$ cat src/rtl/gal_olmc_bank_if.sv
// gal_olmc_bank_if
// Bundles the per-channel control, data and pin signals of the GAL output
// logic macrocell bank. Clock (C) and reset (R) stay as plain module ports.
//   SP      : synchronous preset, active-high
//   PL      : synchronous preload strobe, active-high
//   PL_DATA : preload value, one bit per channel
//   D       : sum-of-products result, one bit per channel
//   OE      : product-term output enable per channel
//   PIN     : pin sense input used as combinational feedback
//   Y       : pin data
//   Y_OE    : pin drive enable
//   FB      : feedback into the AND array
// The master modport drives the array side; the slave modport is the bank.
interface gal_olmc_bank_if #(
  parameter int CHANNELS = 8
);
  logic                SP;
  logic                PL;
  logic [CHANNELS-1:0] PL_DATA;
  logic [CHANNELS-1:0] D;
  logic [CHANNELS-1:0] OE;
  logic [CHANNELS-1:0] PIN;
  logic [CHANNELS-1:0] Y;
  logic [CHANNELS-1:0] Y_OE;
  logic [CHANNELS-1:0] FB;

  modport master (
    output SP, PL, PL_DATA, D, OE, PIN,
    input  Y, Y_OE, FB
  );

  modport slave (
    input  SP, PL, PL_DATA, D, OE, PIN,
    output Y, Y_OE, FB
  );
endinterface

$ cat src/rtl/gal_olmc_bank.sv
// gal_olmc_bank
// A bank of CHANNELS output logic macrocells in the style of a GAL device.
// Each channel is either registered (REG_MASK bit set) or combinational,
// and its pin data may be inverted (INV_MASK bit set).
// Ports:
//   C   : clock, state updates on the rising edge
//   R   : asynchronous active-low reset, clears all state bits
//   bus : gal_olmc_bank_if slave modport (SP, PL, PL_DATA, D, OE, PIN in;
//         Y, Y_OE, FB out)
// Registered channel: q <= PL ? PL_DATA : SP ? 1 : D; Y = q ^ INV; FB = q.
// Combinational channel: no flop, Y = D ^ INV; FB = PIN.
// Y_OE follows OE in both modes.
module gal_olmc_bank #(
  parameter int                 CHANNELS = 8,
  parameter logic [CHANNELS-1:0] REG_MASK = '1,
  parameter logic [CHANNELS-1:0] INV_MASK = '0
) (
  input logic             C,
  input logic             R,
  gal_olmc_bank_if.slave  bus
);

  // State bits; combinational channels tie their bit to 0 and get no flop.
  logic [CHANNELS-1:0] q_s;
  logic [CHANNELS-1:0] y_s;
  logic [CHANNELS-1:0] fb_s;

  for (genvar i = 0; i < CHANNELS; i++) begin : g_ch
    if (REG_MASK[i]) begin : g_reg
      logic q_r;

      // Macrocell flop: reset wins over everything, then preload, then preset.
      always_ff @(posedge C or negedge R) begin
        if (!R) begin
          q_r <= 1'b0;
        end else if (bus.PL) begin
          q_r <= bus.PL_DATA[i];
        end else if (bus.SP) begin
          q_r <= 1'b1;
        end else begin
          q_r <= bus.D[i];
        end
      end

      assign q_s[i] = q_r;
    end else begin : g_comb
      assign q_s[i] = 1'b0;
    end
  end

  // Pin data and feedback selection per channel mode (mode is a constant).
  always_comb begin
    y_s  = '0;
    fb_s = '0;
    for (int i = 0; i < CHANNELS; i++) begin
      if (REG_MASK[i]) begin
        y_s[i]  = q_s[i] ^ INV_MASK[i];
        fb_s[i] = q_s[i];
      end else begin
        y_s[i]  = bus.D[i] ^ INV_MASK[i];
        fb_s[i] = bus.PIN[i];
      end
    end
  end

  assign bus.Y    = y_s;
  assign bus.Y_OE = bus.OE;
  assign bus.FB   = fb_s;

endmodule

$ cat src/flat_wrapper.sv
// flat-port wrapper written by rule: the top's interface ports become plain ports
module gal_olmc_bank_flat 
#(
  parameter int                 CHANNELS = 8,
  parameter logic [CHANNELS-1:0] REG_MASK = '1,
  parameter logic [CHANNELS-1:0] INV_MASK = '0
)
  (C, R, bus_SP, bus_PL, bus_PL_DATA, bus_D, bus_OE, bus_PIN, bus_Y, bus_Y_OE, bus_FB);
  gal_olmc_bank_if #(.CHANNELS(CHANNELS)) bus_i ();
  input logic C;
  input logic R;
  input wire logic [$bits(bus_i.SP)-1:0] bus_SP;
  input wire logic [$bits(bus_i.PL)-1:0] bus_PL;
  input wire logic [$bits(bus_i.PL_DATA)-1:0] bus_PL_DATA;
  input wire logic [$bits(bus_i.D)-1:0] bus_D;
  input wire logic [$bits(bus_i.OE)-1:0] bus_OE;
  input wire logic [$bits(bus_i.PIN)-1:0] bus_PIN;
  output wire logic [$bits(bus_i.Y)-1:0] bus_Y;
  output wire logic [$bits(bus_i.Y_OE)-1:0] bus_Y_OE;
  output wire logic [$bits(bus_i.FB)-1:0] bus_FB;
  assign bus_i.SP = bus_SP;
  assign bus_i.PL = bus_PL;
  assign bus_i.PL_DATA = bus_PL_DATA;
  assign bus_i.D = bus_D;
  assign bus_i.OE = bus_OE;
  assign bus_i.PIN = bus_PIN;
  assign bus_Y = bus_i.Y;
  assign bus_Y_OE = bus_i.Y_OE;
  assign bus_FB = bus_i.FB;
  gal_olmc_bank #(.CHANNELS(CHANNELS), .REG_MASK(REG_MASK), .INV_MASK(INV_MASK)) u_core (.C(C), .R(R), .bus(bus_i));
endmodule
$ cat config.mk
export PLATFORM = sky130hd
export DESIGN_NAME = gal_olmc_bank_flat
export DESIGN_NICKNAME = d
export VERILOG_FILES = /design/src/rtl/gal_olmc_bank_if.sv /design/src/rtl/gal_olmc_bank.sv /design/src/flat_wrapper.sv
export SDC_FILE = /design/constraint.sdc
export NUM_CORES = 1
export LEC_CHECK = 0
export BUFFER_PORTS_ARGS = -buffer_cell sky130_fd_sc_hd__buf_2
export CAP_MARGIN = 10
export CORE_MARGIN = 1
export CORE_UTILIZATION = 31
export DETAILED_ROUTE_END_ITERATION = 8
export PLACE_DENSITY = 0.77
export REMOVE_ABC_BUFFERS = 1
export SLEW_MARGIN = 10
export SYNTH_ARGS = -nofsm -noshare
export SYNTH_HDL_FRONTEND = slang
export SYNTH_SLANG_ARGS = --single-unit
$ cat constraint.sdc
create_clock -name C -period 0.8 [get_ports C]
set_input_delay 0.08 -clock C [delete_from_list [all_inputs] [get_ports C]]
set_output_delay 0.08 -clock C [all_outputs]
set_load 0.005 [all_outputs]
-- After elaboration in Yosys (flattened, before gate mapping)
Index checks and enable logic that the tools add are counted.
- register bits after elaboration: 8
- bits in latches: 0
- RAM bits: 0
- bits in read-only memories: 0
- input port bits: 36
- output and inout bits: 24
- memories kept: 0
- add/sub/neg operators: 0
- $mul: 0
- div/mod/pow operators: 0
- $lt $le $gt $ge: 0
- equal/unequal tests: 0
- shifts and indexed selects: 0
- muxes and demuxes: 16
- bitwise logic cells: 0
- reductions and logical operators: 0
- operator list (kind ; count):
    two-way mux 1 bit ; 16

-- Longest topological paths before layout
Gate-level depths: netlist of run 1.
- depth after elaboration: 2
- mapped depth: 3

-- Worst setup path after synthesis of run 1
Ideal clock, no wire load.
- path type: register to output
- from: reg u_core.g_ch[0].g_reg.q_r
- to: out bus_FB[0]
- arrival: 478 ps
- required time: 720 ps
- setup slack: 242 ps
- cell stages (with the launch flop): 2
- cell sequence: dfrtp_1 > buf_4
- RTL lines (what ; line ; source):
    start, declared ; gal_olmc_bank.sv:30 ; logic q_r;
    start signal, assigned ; gal_olmc_bank.sv:37 ; q_r <= bus.PL_DATA[i];
    start signal, assigned ; gal_olmc_bank.sv:41 ; q_r <= bus.D[i];
    end, declared ; flat_wrapper.sv:20 ; output wire logic [$bits(bus_i.FB)-1:0] bus_FB;
No word-level cell between the ends.

-- Worst setup path after layout of run 1
- from: reg u_core.g_ch[3].g_reg.q_r
- to: out bus_Y[3]
- RTL lines (what ; line ; source):
    start, declared ; gal_olmc_bank.sv:30 ;
    start signal, assigned ; gal_olmc_bank.sv:37 ;
    start signal, assigned ; gal_olmc_bank.sv:41 ;
    end, declared ; flat_wrapper.sv:18 ; output wire logic [$bits(bus_i.Y)-1:0] bus_Y;
No word-level cell between the ends.

==> results of run 1 <==
[logic make-up (layout without fill, tap and decap cells)]
logic type	count (synthesis)	after routing
AOI/OAI and AO/OA	8	8
buffers and inverters	26	39
and+or+nand+nor	16	16
DFF	8	8
[layout make-up]
| cell class | instances | area [µm²] | area share |
|---|---|---|---|
| flip-flops and latches | 8 | 200.2 | 0.3791 |
| repair buffers | 36 | 185.2 | 0.3507 |
| well taps | 16 | 20.02 | 0.03791 |
| multi-input cells | 24 | 100.1 | 0.1896 |
| clock buffers | 3 | 22.52 | 0.04265 |
[how the worst min path moves through the flow]
stage / start / to / cells past startpoint
after global placement: R / u_core.g_ch[6].g_reg.q_r / 1
after detailed placement: R / u_core.g_ch[6].g_reg.q_r / 1
final: bus_PL_DATA[5] / u_core.g_ch[5].g_reg.q_r / 3
after CTS: bus_PL_DATA[5] / u_core.g_ch[5].g_reg.q_r / 3
after floorplan: R / u_core.g_ch[0].g_reg.q_r / 0
after global routing: bus_PL_DATA[1] / u_core.g_ch[1].g_reg.q_r / 3
[per-stage QoR]
stage | hold WS (ns) | utilization | cell area (µm²)
after floorplan | -0.2156 | - | 300.3
after global placement | -0.08100 | 0.3289 | 495.5
after detailed placement | -0.07698 | 0.3289 | 495.5
after CTS | 0.04616 | 0.3505 | 528.0
after global routing | 0.05054 | 0.3505 | 528.0
final | 0.04941 | 0.3505 | 528.0
[cell usage in the layout, fill, tap and decap left out, drive strengths merged]
cell and instances:
buf 35, clkbuf 3, dfrtp 8, dlygate4sd3 1, nand2 8, nor2 8
o21ai 8
[what timing repair did]
action	4_1_cts	5_1_grt
endpoints found under the hold margin	8	0
endpoints found under the setup margin	16	16
buffers inserted	0	0
hold buffers	1	0
[power groups by stage]
stage | Sequential (mW) | Clock (mW) | Combinational (mW)
finish | 0.450 | 0.286 | 0.168
global route | 0.454 | 0.328 | 0.192
CTS | 0.451 | 0.298 | 0.172
detailed placement | 0.458 | 0 | 0.169
global placement | 0.457 | 0 | 0.165
floorplan | 0.470 | 0 | 0.0276
[routing by layer]
| layer | up-vias | global-route usage | routed length [µm] |
|---|---|---|---|
| li1 | 182 | - | - |
| met1 | 140 | 0.1326 | 351 |
| met2 | 43 | 0.1156 | 360 |
| met3 | 0 | 0.08621 | 189 |
| met4 | 0 | 0.1125 | 0 |
| met5 | - | 0 | 0 |
==> key figures, run 1 <==
Routing
  • Vias/cell: roughly 4.2
  • Routed len/inst: 10.34 µm
  • DRT iter0 DRCs: 6
  • DRC Markers: 0
  • Post-DRT Antenna Nets: 0
  • Routed vias: about 370
  • DRT Wirelength: 900 µm
  • 1st-pass router iterations: 4

Power
  • Sequential cell fraction of total power: 0.497
  • VDD IR max: between 400 and 500 µV
  • PD cells: ~1700 mW/mm²
  • Comb pwr share: 0.186
  • Switching Share: 0.2259
  • Clk network pwr share: 0.316
  • Internal power component: 0.7003 mW
  • Switching pwr: around 0.2 mW
  • P_leak: approximately 0.29 nW
  • Total power: 0.9046 mW

Clock tree
  • CTS resizes: 0
  • H-tree levels: 1
  • Clock-pin slew on the worst setup and hold paths: ~0.05 ns
  • CTS root buf: clkbuf_4
  • CTS tree: built
  • CTS Buf Count: 3
  • CTS Buffer Depth: 2
  • # clock sinks: 8

Floorplanning
  • Die Y: about 42 µm
  • Initial Utilization: 0.3297
  • FP Rows: 14
  • Top Ports: 60
  • Die area: 0.001767 mm²
  • Core area: approximately 0.0015 mm²
  • Die X: about 42 µm

Placed design
  • Pre-CTS WS: about 0.22 ns
  • I/O Buffers: 35
  • GPL Wtd Cong: approximately 0.73
  • Final HPWL DP: between 700 and 800 µm
  • Placed Cells: 83

STA
  • Setup-failing EPs final: 16
  • Tmin final: between 0.8 and 0.9 ns
  • Slew Viols, Final: 0
  • FMAX: approximately 1200 MHz
  • Post-route setup TNS: -0.1592 ns
  • Crit share post-route: 1.034
  • Final WS setup: -0.02683 ns
  • Relative slew slack: 0.8620
  • Final hold violation count: 0
  • RSZ-0062 raised after global routing: true
  • Worst-margin pin slew: just over 0.2 ns

Final layout
  • Filler cell count: between 150 and 200
  • Most flop-heavy register: u_core.g_ch.g_reg.q_r
  • Antenna diodes: 0
  • Synth-to-Final Area Change: 6.297%
  • Largest register FFs: 8
  • Ratio of cells with drive above 1 in the final layout: 0.5352
  • Fin cells: 87
  • Largest regs: u_core.g_ch.g_reg.q_r: 8 flops
  • Final nets: between 100 and 150

Hold path
  • HP Class: in -> reg

Worst setup path
  • Critical-path top delay cell: dfrtp_1
  • Buffers and inverters on the worst path: 1
  • Critical Path Source Type: flip-flop
  • CP Class: reg -> out
  • Crit path cell chain: buf_2
  • Critical path endpoint: bus_Y[3]
  • Crit path arrival time: between 0.7 and 0.8 ns
  • Crit end category: output pin
  • CP delay by family, top: flip-flops
  • CP Data Required Time: slightly above 0.7 ns
  • CP Max Fanout: 2
  • Critical Path Source: u_core.g_ch[3].g_reg.q_r
  • Number of cells on the critical path: 1
  • Slowest Stage Delay on Critical Path: 0.37 ns

Logic synthesis
  • Synth Flop Type: dfrtp_1
  • Post-synthesis mux area share: 0
  • Area leader, netlist: dfrtp_1
  • Synth Register Bits: 8
  • Share of the synthesized area in the top cell type: 0.4030
  • Compound-Gate Fraction of Synth Area: 0.08060
  • Post-synth EDFFs: 0
  • Post-Synth Simple-Gate Area: 0.1209
  • Main combinational cell family by area after synthesis: buffers and inverters
  • Seq/Total Area, Yosys: 0.4030
  • FFs w/ async S/R, synth: 1.000
  • Mapped Cells: just under 60
  • Post-synth cell types: 7
  • Synth cell count leaders: buf_4 (24), dfrtp_1 (8), nand2_1 (8), nor2_1 (8), o21ai_0 (8)
  • Area contributors post-synth: dfrtp_1 (40%), buf_4 (36%), o21ai_0 (8.1%), nand2_1 (6.0%), nor2_1 (6.0%)
  • Adder-cell share of the synthesized area: 0
  • Post-synthesis instance area: approximately 500 µm²
  • XOR/XNOR Fraction of Synth Area: 0
  • Count leader, synth: buf_4
  • Mean post-synth cell area: ~8.6 µm²
  • Yosys warns: 0

Run status
  • Status: finished with violations
  • Violated checks: negative setup slack

Global routing
  • Grt ovf: 0
  • First-pass GRT wire length: between 1 and 1.5 mm
  • Vias in the first global route: 320
  • Global Route Usage Sum: 0.1114
  • Initial antenna violation count: 0
  • Largest net degree at the start of global routing: 17

Run
  • Max-Cap Viols: 0
Power figures use the tool's default switching activity.
==> run 2: changes to the inputs <==
- BUFFER_PORTS_ARGS: -buffer_cell sky130_fd_sc_hd__buf_2 -> -buffer_cell sky130_fd_sc_hd__buf_4
==> run 2 against run 1 <==
  * The run still ends with negative setup slack left
  * Routed wire length grew 13%
  * Clock-buffer cell count is the same
  * Non-clock buffer count unchanged
  * Core utilization is 6.3 points higher
  * Sequential cell count unchanged
  * Final cell count unchanged
  * Largest power group unchanged
  * Critical path type unchanged
  * Clock power decreased by 1%
==> key figures, run 2 (synthesis results as in run 1) <==
Worst setup path
  • CP delay by family, top: flip-flops
  • Critical-path top delay cell: dfrtp_1
  • Crit path arrival time: 0.76 ns (about the same)
  • Buffers and inverters on the worst path: 1 (unchanged)
  • Number of cells on the critical path: 1 (unchanged)
  • Crit end category: output pin
  • CP Class: reg -> out
  • CP Max Fanout: 2 (unchanged)
  • Slowest Stage Delay on Critical Path: 0.39 ns (+0.02 ns)
  • CP Data Required Time: 0.72 ns (about the same)
  • Critical Path Source Type: flip-flop
  • Crit path cell chain: buf_6
  • Critical path endpoint: bus_FB[0]
  • Critical Path Source: u_core.g_ch[0].g_reg.q_r

Final layout
  • Final nets: 109 (unchanged)
  • Most flop-heavy register: u_core.g_ch.g_reg.q_r
  • Fin util: 0.4136 (+0.06312)
  • Commonest cells after routing, fill and taps aside: buf_4 (33), nor2_1 (8), nand2_1 (8), o21ai_0 (8), dfrtp_1 (8)
  • Most common cell after layout, fill and taps aside: buf_4
  • Antenna diodes: 0 (unchanged)
  • Largest regs: u_core.g_ch.g_reg.q_r: 8 flops
  • Filler cell count: 152 (-11%)
  • Largest register FFs: 8 (unchanged)
  • Synth-to-Final Area Change: 25.44%
  • Fin cells: 87 (unchanged)
  • Ratio of cells with drive above 1 in the final layout: 0.5352 (unchanged)

Routing
  • Routed len/inst: 11.68 µm (+13%)
  • Post-DRT Antenna Nets: 0 (unchanged)
  • DRT Wirelength: 1.016 mm (+13%)
  • Vias/cell: 4.322 (+3.0%)
  • 1st-pass router iterations: 3 (-1)
  • DRT iter0 DRCs: 7 (+1)
  • DRC Markers: 0 (unchanged)
  • Routed vias: 376 (+3.0%)

STA
  • Worst-margin pin slew: 0.1972 ns (-0.009867 ns)
  • Hold slack: 0.05071 ns (+0.001293 ns)
  • Final hold violation count: 0 (unchanged)
  • FMAX: 1196 MHz (-1.1%)
  • Relative slew slack: 0.8672 (+0.005189)
  • Setup-failing EPs final: 16 (unchanged)
  • Slew Viols, Final: 0 (unchanged)
  • Crit share post-route: 1.045 (+0.01170)
  • Post-route setup TNS: -0.4392 ns (-0.2800 ns)
  • Final WS setup: -0.03619 ns (-0.009361 ns)
  • Tmin final: 0.8362 ns (+0.009362 ns)
  • RSZ-0062 raised after global routing: true

Floorplanning
  • Die Y: 42.03 µm (unchanged)
  • Core area: 0.001506 mm² (unchanged)
  • Top Ports: 60 (unchanged)
  • Die X: 42.03 µm (unchanged)
  • FP Rows: 14 (unchanged)
  • Initial Utilization: 0.3297 (unchanged)
  • Die area: 0.001767 mm² (unchanged)

Clock tree
  • Clock-pin slew on the worst setup and hold paths: 0.05 ns (about the same)
  • Setup Fix Bufs, Post-CTS: 0 (unchanged)
  • CTS Buf Count: 3 (unchanged)
  • CTS root buf: clkbuf_4
  • CTS tree: built
  • CTS Buffer Depth: 2 (unchanged)
  • H-tree levels: 1 (unchanged)
  • # clock sinks: 8 (unchanged)

Hold path
  • HP Class: in -> reg

Power
  • P_leak: 0.3233 nW (+12%)
  • Total power: 0.9741 mW (+7.7%)
  • VDD IR max: 524.9 µV (+21%)
  • PD cells: 1563 mW/mm² (-8.8%)

Global routing
  • Global Route Usage Sum: 0.1224 (+0.01098)
  • Vias in the first global route: 361 (+13%)
  • First-pass GRT wire length: 1.490 mm (+8.0%)
  • Initial antenna violation count: 0 (unchanged)
  • Grt ovf: 0 (unchanged)
  • Largest net degree at the start of global routing: 17 (unchanged)

Run status
  • Violated checks: negative setup slack
  • Status: finished with violations

Placed design
  • GPL Wtd Cong: 0.7349 (about the same)
  • I/O Buffers: 35 (unchanged)
  • Placed Cells: 83 (unchanged)

Run
  • Max-Cap Viols: 0 (unchanged)
[run 2: worst min-delay path by stage]
stage                   startpoint                        to  slack [ns]  cells after the start
finish              bus_PL_DATA[5]  u_core.g_ch[5].g_reg.q_r        0.05                      3
global route        bus_PL_DATA[5]  u_core.g_ch[5].g_reg.q_r        0.04                      3
CTS                 bus_PL_DATA[5]  u_core.g_ch[5].g_reg.q_r        0.04                      3
detailed placement               R  u_core.g_ch[6].g_reg.q_r       -0.10                      1
global placement                 R  u_core.g_ch[2].g_reg.q_r       -0.10                      1
floorplan                        R  u_core.g_ch[0].g_reg.q_r       -0.22                      0
[run 2: report_power, final]
| group | internal (mW) | total (mW) | switching (mW) |
|---|---|---|---|
| Combinational | 0.156 | 0.236 | 0.0801 |
| Clock | 0.170 | 0.282 | 0.112 |
| Sequential | 0.438 | 0.455 | 0.0172 |
| Total | 0.764 | 0.974 | 0.210 |
[run 2: per-layer routing]
layer / GRT usage / wire length, µm
met2: 0.1594 / 488
met3: 0.1034 / 218
met4: 0.1125 / 0
met5: 0 / 0
met1: 0.1163 / 309
[run 2: what timing repair did]
item                                    in CTS  in global routing
endpoints found under the hold margin        8                  0
gates resized for setup                      0                  2
endpoints found under the setup margin      16                 16
hold buffers                                 1                  0
[run 2: stage by stage]
stage | setup slack [ns] | area [µm²]
6_report | -0.03619 | 623.1
5_1_grt | -0.07723 | 623.1
4_1_cts | -0.04721 | 615.6
3_5_place_dp | 0.2230 | 583.1
3_3_place_gp | 0.2283 | 583.1
2_1_floorplan | 0.3444 | 300.3
[run 2: cell type report]
type,count,area (µm²),area share
Tap cell,16,20.02,0.03213
Multi-Input combinational cell,24,100.1,0.1606
Clock buffer,3,22.52,0.03614
Timing Repair Buffer,36,280.3,0.4498
Sequential cell,8,200.2,0.3213
[run 2: tightest hold or removal path, cell delays in order]
cell,delay (ns)
buf_4,0.08
nand2_1,0.04
o21ai_0,0.06
